File: src/rtl/fir_mul_sched_pkg.sv
// fir_sched_pkg: shared types and constants for the shared-multiplier FIR
// scheduler.
//   state_t   : scheduler FSM states (IDLE, MAC, DONE)
//   DATA_W    : sample / coefficient width
//   PROD_W    : multiplier product width
//   acc_width : minimum overflow-free accumulator width for a tap count
package fir_sched_pkg;

  localparam int DATA_W = 8;
  localparam int PROD_W = 16;

  typedef enum logic [1:0] {
    IDLE = 2'd0,
    MAC  = 2'd1,
    DONE = 2'd2
  } state_t;

  function automatic int acc_width(input int taps);
    return PROD_W + $clog2(taps);
  endfunction

endpackage

File: src/rtl/fir_mul_sched_if.sv
// fir_mul_sched_if: sample stream, result stream and shared-multiplier bus of
// the FIR scheduler.
//   x_valid/x_ready/x_data : input sample handshake
//   y_valid/y_ready/y_data : filtered result handshake, ovf saturation flag
//   mul_en/mul_a/mul_b     : operand issue to the external 8x8 multiplier
//   mul_p                  : product returned by the multiplier
// Modports: slave = the scheduler, master = its environment (sample source,
// result sink and multiplier).
interface fir_mul_sched_if #(
  parameter int ACC_W = 19
);
  import fir_sched_pkg::*;

  logic              x_valid;
  logic              x_ready;
  logic [DATA_W-1:0] x_data;
  logic              y_valid;
  logic              y_ready;
  logic [ACC_W-1:0]  y_data;
  logic              ovf;
  logic              mul_en;
  logic [DATA_W-1:0] mul_a;
  logic [DATA_W-1:0] mul_b;
  logic [PROD_W-1:0] mul_p;

  modport master (
    output x_valid, x_data, y_ready, mul_p,
    input  x_ready, y_valid, y_data, ovf, mul_en, mul_a, mul_b
  );

  modport slave (
    input  x_valid, x_data, y_ready, mul_p,
    output x_ready, y_valid, y_data, ovf, mul_en, mul_a, mul_b
  );

endinterface

File: src/rtl/fir_mul_sched_issue_pipe.sv
// fir_issue_pipe: LAT-deep shift register that tracks issue tags alongside
// the external multiplier's pipeline, so the scheduler knows which cycle's
// mul_p is a live product. LAT=0 is a straight pass-through.
//   clk, rst : clock, synchronous active-high reset (clears all stages)
//   din      : tag entering with the issue
//   dout     : tag aligned with the returned product
module fir_issue_pipe #(
  parameter int LAT = 0,
  parameter int W   = 1
) (
  input  logic         clk,
  input  logic         rst,
  input  logic [W-1:0] din,
  output logic [W-1:0] dout
);

  generate
    if (LAT == 0) begin : g_pass
      logic unused_clk_rst;
      assign unused_clk_rst = clk ^ rst;
      assign dout = din;
    end else begin : g_pipe
      logic [W-1:0] stg [LAT];

      always_ff @(posedge clk) begin
        if (rst) begin
          for (int i = 0; i < LAT; i++) stg[i] <= '0;
        end else begin
          stg[0] <= din;
          for (int i = 1; i < LAT; i++) stg[i] <= stg[i-1];
        end
      end

      assign dout = stg[LAT-1];
    end
  endgenerate

endmodule

File: src/rtl/fir_mul_sched.sv
// fir_mul_sched: time-multiplexes one external 8x8 unsigned multiplier over
// all taps of an FIR filter. Holds the sample delay line and coefficients,
// issues one tap product per clock, accumulates the returned products and
// presents one sum per accepted sample.
//   clk, rst  : clock, synchronous active-high reset
//   cfg_we    : coefficient write strobe (honoured in IDLE/DONE only)
//   cfg_addr  : tap index (writes to index >= TAPS are dropped)
//   cfg_data  : coefficient value
//   bus       : fir_mul_sched_if.slave (sample, result and multiplier bus)
// Parameters: TAPS (2..32), MUL_LAT (0..3, multiplier latency), ACC_W.
// Build option: define FIR_SAT_EN to clamp y_data to 16'hFFFF and drive ovf;
// otherwise y_data is the full sum and ovf stays low.
//
// state | meaning
// IDLE  | x_ready high, waiting for a sample
// MAC   | issuing taps 0..TAPS-1 and accumulating returned products
// DONE  | result held on y_data until y_ready
module fir_mul_sched
  import fir_sched_pkg::*;
#(
  parameter int TAPS    = 8,
  parameter int MUL_LAT = 0,
  parameter int ACC_W   = acc_width(TAPS)
) (
  input  logic              clk,
  input  logic              rst,
  input  logic              cfg_we,
  input  logic [4:0]        cfg_addr,
  input  logic [DATA_W-1:0] cfg_data,
  fir_mul_sched_if.slave    bus
);

  localparam int KW = $clog2(TAPS);

  state_t            state;
  logic [DATA_W-1:0] d    [TAPS];
  logic [DATA_W-1:0] coef [TAPS];
  logic [ACC_W-1:0]  acc;
  logic [ACC_W-1:0]  acc_nxt;
  logic [ACC_W-1:0]  y_nxt;
  logic [ACC_W-1:0]  y_data_r;
  logic [KW-1:0]     k;
  logic [KW-1:0]     k_nxt;
  logic              x_ready_r;
  logic              y_valid_r;
  logic              ovf_r;
  logic              ovf_nxt;
  logic              mul_en_r;
  logic              mul_last_r;
  logic [DATA_W-1:0] mul_a_r;
  logic [DATA_W-1:0] mul_b_r;
  logic [1:0]        pipe_in;
  logic [1:0]        pipe_out;
  logic              prod_valid;
  logic              prod_last;
  logic              cfg_hit;
  logic [KW-1:0]     cfg_idx;

  assign cfg_idx = cfg_addr[KW-1:0];
  assign cfg_hit = cfg_we && (int'(cfg_addr) < TAPS) && (state != MAC);
  assign k_nxt   = k + KW'(1);
  assign acc_nxt = acc + ACC_W'(bus.mul_p);

`ifdef FIR_SAT_EN
  localparam logic [ACC_W-1:0] PROD_MAX = ACC_W'(17'h0FFFF);
  assign ovf_nxt = (acc_nxt > PROD_MAX);
  assign y_nxt   = ovf_nxt ? PROD_MAX : acc_nxt;
`else
  assign ovf_nxt = 1'b0;
  assign y_nxt   = acc_nxt;
`endif

  // Tag bit 1 marks the last tap so completion follows the product, not the
  // issue, whatever the multiplier latency.
  assign pipe_in    = {mul_last_r, mul_en_r};
  assign prod_valid = pipe_out[0];
  assign prod_last  = pipe_out[1];

  fir_issue_pipe #(
    .LAT (MUL_LAT),
    .W   (2)
  ) u_issue_pipe (
    .clk  (clk),
    .rst  (rst),
    .din  (pipe_in),
    .dout (pipe_out)
  );

  always_ff @(posedge clk) begin
    if (rst) begin
      state      <= IDLE;
      for (int i = 0; i < TAPS; i++) begin
        d[i]    <= '0;
        coef[i] <= '0;
      end
      acc        <= '0;
      k          <= '0;
      x_ready_r  <= 1'b1;
      y_valid_r  <= 1'b0;
      y_data_r   <= '0;
      ovf_r      <= 1'b0;
      mul_en_r   <= 1'b0;
      mul_last_r <= 1'b0;
      mul_a_r    <= '0;
      mul_b_r    <= '0;
    end else begin
      if (cfg_hit) coef[cfg_idx] <= cfg_data;

      case (state)
        IDLE: begin
          if (bus.x_valid) begin
            d[0] <= bus.x_data;
            for (int i = 1; i < TAPS; i++) d[i] <= d[i-1];
            acc        <= '0;
            k          <= '0;
            x_ready_r  <= 1'b0;
            state      <= MAC;
            // Tap 0 issues straight from the accepting edge; forward a
            // same-edge write to coef[0] so the sum sees the new value.
            mul_en_r   <= 1'b1;
            mul_last_r <= 1'b0;
            mul_a_r    <= bus.x_data;
            mul_b_r    <= (cfg_hit && cfg_idx == '0) ? cfg_data : coef[0];
          end
        end

        MAC: begin
          if (mul_en_r) begin
            if (mul_last_r) begin
              mul_en_r   <= 1'b0;
              mul_last_r <= 1'b0;
              mul_a_r    <= '0;
              mul_b_r    <= '0;
            end else begin
              k          <= k_nxt;
              mul_a_r    <= d[k_nxt];
              mul_b_r    <= coef[k_nxt];
              mul_last_r <= (k_nxt == KW'(TAPS - 1));
            end
          end
          if (prod_valid) begin
            acc <= acc_nxt;
            if (prod_last) begin
              state     <= DONE;
              y_valid_r <= 1'b1;
              y_data_r  <= y_nxt;
              ovf_r     <= ovf_nxt;
            end
          end
        end

        DONE: begin
          if (bus.y_ready) begin
            y_valid_r <= 1'b0;
            ovf_r     <= 1'b0;
            x_ready_r <= 1'b1;
            state     <= IDLE;
          end
        end

        default: state <= IDLE;
      endcase
    end
  end

  assign bus.x_ready = x_ready_r;
  assign bus.y_valid = y_valid_r;
  assign bus.y_data  = y_data_r;
  assign bus.ovf     = ovf_r;
  assign bus.mul_en  = mul_en_r;
  assign bus.mul_a   = mul_a_r;
  assign bus.mul_b   = mul_b_r;

endmodule
File: src/flat_wrapper.sv
// flat-port wrapper written by rule: the top's interface ports become plain ports
module fir_mul_sched_flat import fir_sched_pkg::*;
#(
  parameter int TAPS    = 8,
  parameter int MUL_LAT = 0,
  parameter int ACC_W   = acc_width(TAPS)
)
  (clk, rst, cfg_we, cfg_addr, cfg_data, bus_x_valid, bus_x_data, bus_y_ready, bus_mul_p, bus_x_ready, bus_y_valid, bus_y_data, bus_ovf, bus_mul_en, bus_mul_a, bus_mul_b);
  fir_mul_sched_if #(.ACC_W(ACC_W)) bus_i ();
  input  logic clk;
  input  logic rst;
  input  logic cfg_we;
  input  logic [4:0] cfg_addr;
  input  logic [DATA_W-1:0] cfg_data;
  input wire logic [$bits(bus_i.x_valid)-1:0] bus_x_valid;
  input wire logic [$bits(bus_i.x_data)-1:0] bus_x_data;
  input wire logic [$bits(bus_i.y_ready)-1:0] bus_y_ready;
  input wire logic [$bits(bus_i.mul_p)-1:0] bus_mul_p;
  output wire logic [$bits(bus_i.x_ready)-1:0] bus_x_ready;
  output wire logic [$bits(bus_i.y_valid)-1:0] bus_y_valid;
  output wire logic [$bits(bus_i.y_data)-1:0] bus_y_data;
  output wire logic [$bits(bus_i.ovf)-1:0] bus_ovf;
  output wire logic [$bits(bus_i.mul_en)-1:0] bus_mul_en;
  output wire logic [$bits(bus_i.mul_a)-1:0] bus_mul_a;
  output wire logic [$bits(bus_i.mul_b)-1:0] bus_mul_b;
  assign bus_i.x_valid = bus_x_valid;
  assign bus_i.x_data = bus_x_data;
  assign bus_i.y_ready = bus_y_ready;
  assign bus_i.mul_p = bus_mul_p;
  assign bus_x_ready = bus_i.x_ready;
  assign bus_y_valid = bus_i.y_valid;
  assign bus_y_data = bus_i.y_data;
  assign bus_ovf = bus_i.ovf;
  assign bus_mul_en = bus_i.mul_en;
  assign bus_mul_a = bus_i.mul_a;
  assign bus_mul_b = bus_i.mul_b;
  fir_mul_sched #(.TAPS(TAPS), .MUL_LAT(MUL_LAT), .ACC_W(ACC_W)) u_core (.clk(clk), .rst(rst), .cfg_we(cfg_we), .cfg_addr(cfg_addr), .cfg_data(cfg_data), .bus(bus_i));
endmodule
File: config.mk
export PLATFORM = sky130hd
export DESIGN_NAME = fir_mul_sched_flat
export DESIGN_NICKNAME = d
export VERILOG_FILES = /design/src/rtl/fir_mul_sched_pkg.sv /design/src/rtl/fir_mul_sched_if.sv /design/src/rtl/fir_mul_sched_issue_pipe.sv /design/src/rtl/fir_mul_sched.sv /design/src/flat_wrapper.sv
export SDC_FILE = /design/constraint.sdc
export NUM_CORES = 1
export LEC_CHECK = 0
export ABC_AREA = 1
export BUFFER_PORTS_ARGS = -buffer_cell sky130_fd_sc_hd__buf_2
export CORE_MARGIN = 3
export CORE_UTILIZATION = 45
export CTS_CLUSTER_DIAMETER = 50
export DETAILED_ROUTE_END_ITERATION = 8
export PLACE_DENSITY_LB_ADDON = 0.3
export SYNTH_ARGS = -nofsm -noshare
export SYNTH_HDL_FRONTEND = slang
export SYNTH_SLANG_ARGS = --single-unit
File: constraint.sdc
create_clock -name clk -period 7.7 [get_ports clk]
set_input_delay 1.155 -clock clk [delete_from_list [all_inputs] [get_ports clk]]
set_output_delay 1.155 -clock clk [all_outputs]
set_load 0.02 [all_outputs]
# Yosys cells after proc, flatten, opt, wreduce, memory -nomap -nowiden
# Memory sizes are Yosys's and may differ from the RTL's.
# Cells that the tools add are included.
[word_totals]
mem_bits_rw = 128
wordCells = 107
n_memories = 2
regBits = 64
[memory_table]
columns = ["name", "depth", "width", "rd", "rd_ports_with_merged_regs", "write_ports", "line_no", "source"]
rows = [
  ["u_core.coef", 8, 8, 2, 0, 8, "fir_mul_sched.sv:37", "logic [DATA_W-1:0] coef [TAPS];"],
  ["u_core.d", 8, 8, 8, 0, 8, "fir_mul_sched.sv:36", "logic [DATA_W-1:0] d [TAPS];"],
]
[op_classes]
n_eq_ne = 9
bitwise = 8
n_addsub = 2
mux = 58
order_cmp = 1
n_reduce_logical = 16
[ops]
columns = ["cell", "count"]
rows = [
  ["8-bit two-way mux", 16],
  ["19-bit two-way mux", 2],
  ["19-bit case mux with 2 select lines", 1],
  ["8-bit case mux with 2 select lines", 2],
  ["1-bit two-way mux", 22],
  ["19-bit by 16-bit adder with 19-bit output", 1],
  ["3-bit two-way mux", 4],
  ["4-bit AND reduction", 3],
  ["1-bit case mux with 2 select lines", 5],
  ["3-bit AND reduction", 3],
  ["2-bit two-way mux", 4],
  ["1-bit OR", 8],
  ["8-bit OR reduction", 1],
  ["2-bit by 1-bit != test with 1-bit output, second input constant", 3],
  ["2-bit != test, second input constant", 3],
  ["2-bit case mux with 3 select lines", 1],
  ["3-bit case mux with 2 select lines", 1],
  ["2-bit nonzero test", 3],
  ["5-bit by 4-bit less-than comparator with 1-bit output, second input constant", 1],
  ["3-bit by 1-bit adder with 3-bit output, second input constant", 1],
  ["3-bit equality test, second input constant", 1],
  ["1-bit logical AND", 3],
  ["3-bit logical NOT", 1],
  ["2-bit by 1-bit equality test with 1-bit output, second input constant", 1],
  ["other kinds (3)", 3],
]

# Longest topological paths before layout
[depth]
ltp_word = 8
depth_mapped = 14
ltp_nobuf = 14

# Hierarchy
# Synthesis repeated with hierarchy kept, for this count alone.
[hier_totals]
cells_unflattened = 1129
area_unflattened_um2 = 9424.0
[by_module_without_submodules]
columns = ["module", "area_each_um2", "cells_each", "n_inst", "seq_area_each_um2"]
rows = [
  ["fir_mul_sched", 9409.0, 1127, 1, 5104.9],
  ["fir_issue_pipe", 15.0, 2, 1, 0.0],
]

# Worst setup path after synthesis
# No wires, ideal clock.
[synth_timing]
kind = "input port to flip-flop"
start = "in rst"
end = "mem u_core.d[0][0] (enable)"
setup_slack_ns = 4.427
arrival_time_ns = 2.849
path_buffers = 1
setup_time_ns = 0.424
stages = 3
required_time_ns = 7.276
cell_sequence = "clkinv_1 buf_2 nand2_1"
[synth_rtl]
columns = ["item", "line_no", "source"]
rows = [
  ["from (decl)", "flat_wrapper.sv:11", "input logic rst;"],
  ["to (decl)", "fir_mul_sched.sv:36", ""],
]

# Final worst setup path
[layout_timing]
start = "reg u_core.k[0]"
end = "reg u_core.mul_b_r[1], in the netlist u_core.bus.mul_b[1]"
[layout_between]
elab_chain_cells = 5
[layout_rtl]
columns = ["item", "line_no", "source"]
rows = [
  ["from (decl)", "fir_mul_sched.sv:42", "logic [KW-1:0] k;"],
  ["from (signal assigned)", "fir_mul_sched.sv:135", "k <= k_nxt;"],
  ["3-bit by 1-bit adder with 3-bit output", "fir_mul_sched.sv:61", "assign k_nxt = k + KW'(1);"],
  ["memory 8 x 8 bit", "-", ""],
  ["8-bit two-way mux", "fir_mul_sched.sv:129", "if (mul_last_r) begin"],
  ["8-bit two-way mux", "fir_mul_sched.sv:128", "if (mul_en_r) begin"],
  ["8-bit case mux with 2 select lines", "fir_mul_sched.sv:109", "case (state)"],
  ["to (signal assigned)", "fir_mul_sched.sv:123", "mul_b_r <= (cfg_hit && cfg_idx == '0) ? cfg_data : coef[0];"],
  ["to (signal assigned)", "fir_mul_sched.sv:137", "mul_b_r <= coef[k_nxt];"],
  ["to (decl)", "fir_mul_sched.sv:51", "logic [DATA_W-1:0] mul_b_r;"],
]
# Every way passes these cells. The select of a mux whose other input is x is not followed.
# A chain may end at the register's enable or synchronous reset.

==> impl_metrics.toml <==
[yosys]
netlist_top_cells_count = "nor2_1 (185), nand2_1 (175), inv_1 (142), edfxtp_1 (128), o21ai_0 (82)"
synth_area_per_cell_um2 = 8.51
yosysMostFrequentCell = "nor2_1"
synthCells = 1108
yosysWarnings = 0
synth-edff-count = 128
synthTopCellsByArea = "edfxtp_1 (41%), dfxtp_1 (13%), nor2_1 (7.4%)"
synth-seq-cells = 191
syn_area_mm2 = 0.00943
yosys.area.top_type = "edfxtp_1"
seq_area_frac_synth = 0.542
syn-num-nets = 1169
synth_ff_type = "edfxtp_1"
synth_cell_types = 39
synth_top_area_frac = 0.408
synthArstFlopShare = 0

[setup_path]
slowest_stage = "inv_1"
worstPathRequired_ns = 8.09
cp_max_fo = 60
crit_chain = "inv_2, ha_1, buf_4, inv_1, o21ai_0, o211ai_1, o211ai_1, nand3_1, nand3_1, inv_1"
end_kind = "register"
slowest_delay_ns = 0.78
critPathLaunch = "u_core.k[0]$_SDFFE_PP0P_"
worstSetupPathType = "reg -> reg"
r2r-start = "u_core.k[0]$_SDFFE_PP0P_"
cp.arrival_ns = 3.82
start_kind = "register"

[finish]
antenna_cells = 0
design_area_mm2 = 0.0105
drive_above_1_share = 0.121
multi_input_area_mm2 = 0.00350
n_fill_cell = 1945
syn2layout_area_growth_pct = 11.8
fin_nets = 1223
layoutNonFillerInstCount = 1445
regArea_mm2 = 0.00511

[placement]
dp_hpwl_um = 14500
post_dp_cell_area_mm2 = 0.00997
gp_congestion = 0.912
place.port_buffers = 79
place_inst = 1413

[floorplan]
fp.dieH_um = 151
die_area_mm2 = 0.0227
die_w_um = 151
num_io_pins = 81
initial_utilization = 0.461
core_mm2 = 0.0204
num_rows = 52

[power]
seq_power_share = 0.505
power_frac_comb = 0.128
p_leak_nw = 4.70
p_int_mw = 1.68
cellPowerDensity_mw_per_mm2 = 223
ir_worst_vdd_v = 0.000154
finalPower_mw = 2.35
clockPowerShare = 0.367
swShare = 0.284
switchingPower_uw = 668

[routing]
finalWirelength_um = 22600
wl_per_cell_um = 15.6
vias_per_cell = 5.25
firstDrtPassIters = 6
drtAntennaViolNets = 0
drt_first_iter_violations = 630
vias = 7584
drc = 0

[global_route]
grt_max_degree = 73
grtUsageTotal = 0.203
grt_pass1_wl_um = 36200
overflow = 0
grt_pass1_vias = 7145
antenna_found_initial = 0

[sta]
hold_ws_ns = 0.465
maxSlewViolCount = 0
max_freq_ghz = 0.291
slew_headroom = 0.264
fin_crit_ns = 3.44
finalSetupViolations = 0
hold_viol_final = 0
tightest_slew_ns = 1.10
finalClockSkew_ns = 0.00993
fin_crit_sh = 0.447
finalSetupTns_ns = 0
grt_setup_unrepaired = "no"

[clock_tree]
clk_latency_ns = 0.44
cts_setup_buffers = 0
cts_tree = "yes"
cts_buffers = 17
cts_resized = 0
clockBufferDepth = 2
postCtsHoldBufs = 0
clockRootBuffer = "clkbuf_16"
cts.clk_slew.worst_paths_ns = 0.07
ctsHtreeMaxLevel = 4
cts.sinks = 191

[job]
cap_violations = 0

[worst_hold_path]
min_path_type = "reg -> reg"
hp-start = "u_core.bus.y_valid$_SDFFE_PP0P_"

[outcome]
outcome = "completed"
power by group through the flow:
stage | Clock, mW | Sequential, mW | Combinational (mW)
2_1_floorplan | 0 | 1.22 | 0.197
3_3_place_gp | 0 | 1.21 | 0.296
3_5_place_dp | 0 | 1.21 | 0.300
4_1_cts | 0.873 | 1.19 | 0.302
5_1_grt | 0.909 | 1.20 | 0.339
6_report | 0.862 | 1.19 | 0.301
registers in the layout, indices dropped and copies added (netlist names):
register,cells
u_core.coef,64
u_core.d,64
u_core.acc,19
u_core.bus.y_data,19
u_core.bus.mul_a,8
u_core.bus.mul_b,8
u_core.k,3
u_core.state,2
u_core.bus.mul_en,1
u_core.bus.x_ready,1
u_core.bus.y_valid,1
u_core.mul_last_r,1
stage by stage:
step,utilization,setup slack [ns]
6_report,0.516,4.26
5_1_grt,0.516,3.94
4_1_cts,0.516,4.24
3_5_place_dp,0.488,4.28
3_3_place_gp,0.488,4.32
2_1_floorplan,-,4.43
worst paths after layout:
check | cells past startpoint | to | slack, ns
max | 10 | u_core.bus.mul_b[1]$_SDFFE_PP0P_ | 4.26
max reg2reg | 10 | u_core.bus.mul_b[1]$_SDFFE_PP0P_ | 4.26
min | 1 | u_core.bus.y_valid$_SDFFE_PP0P_ | 0.47
min reg2reg | 1 | u_core.bus.y_valid$_SDFFE_PP0P_ | 0.47
cell type report:
type | instances | share of cell area
clock buffers | 18 | 0.0407
repair buffers | 86 | 0.0425
clock inverters | 14 | 0.0133
well taps | 270 | 0.0321
flip-flops and latches | 191 | 0.485
multi-input cells | 714 | 0.333
inverters | 152 | 0.0542
placed cells by master, fill, tap and decap left out, types with 3 or more instances in the layout:
master,count
a21o_1,4
a21oi_1,78
a31oi_1,9
buf_2,79
buf_4,7
clkbuf_16,17
dfxtp_1,62
edfxtp_1,128
ha_1,18
inv_1,142
inv_2,8
inv_6,5
inv_8,4
nand2_1,174
nand3_1,75
nor2_1,185
nor2_4,3
o211ai_1,26
o21a_1,9
o21ai_0,82
o21ai_1,13
o21bai_1,4
or2_0,3
or2_1,3
or2_2,6
xor2_1,5
layer usage:
metal | vias up | track usage | share of wire
met3 | 26 | 0.0346 | 0.065
met4 | 0 | 0.0644 | 0.014
met5 | - | 0 | 0
li1 | 3771 | - | -
met2 | 248 | 0.333 | 0.48
met1 | 3539 | 0.274 | 0.44
worst max-delay path: cells and delay by family, from the launching register on:
| kind | cells | cell delay [ns] |
|---|---|---|
| compound gates | 3 | 0.56 |
| fa+ha+maj | 1 | 0.37 |
| buf+inv | 4 | 1.89 |
| flops | 1 | 0.32 |
| simple gates | 2 | 0.21 |
kinds of logic after synthesis:
family	after synthesis	synth area share
AND/OR/NAND/NOR	459	0.204
AO/OA/AOI/OAI	229	0.135
buffers and inverters	203	0.0868
flip-flops	191	0.542
adder cells (fa/ha/maj)	19	0.0260
XOR/XNOR	6	0.00637
other	1	0.000398
Note: power is estimated with default switching activity, not from simulation.
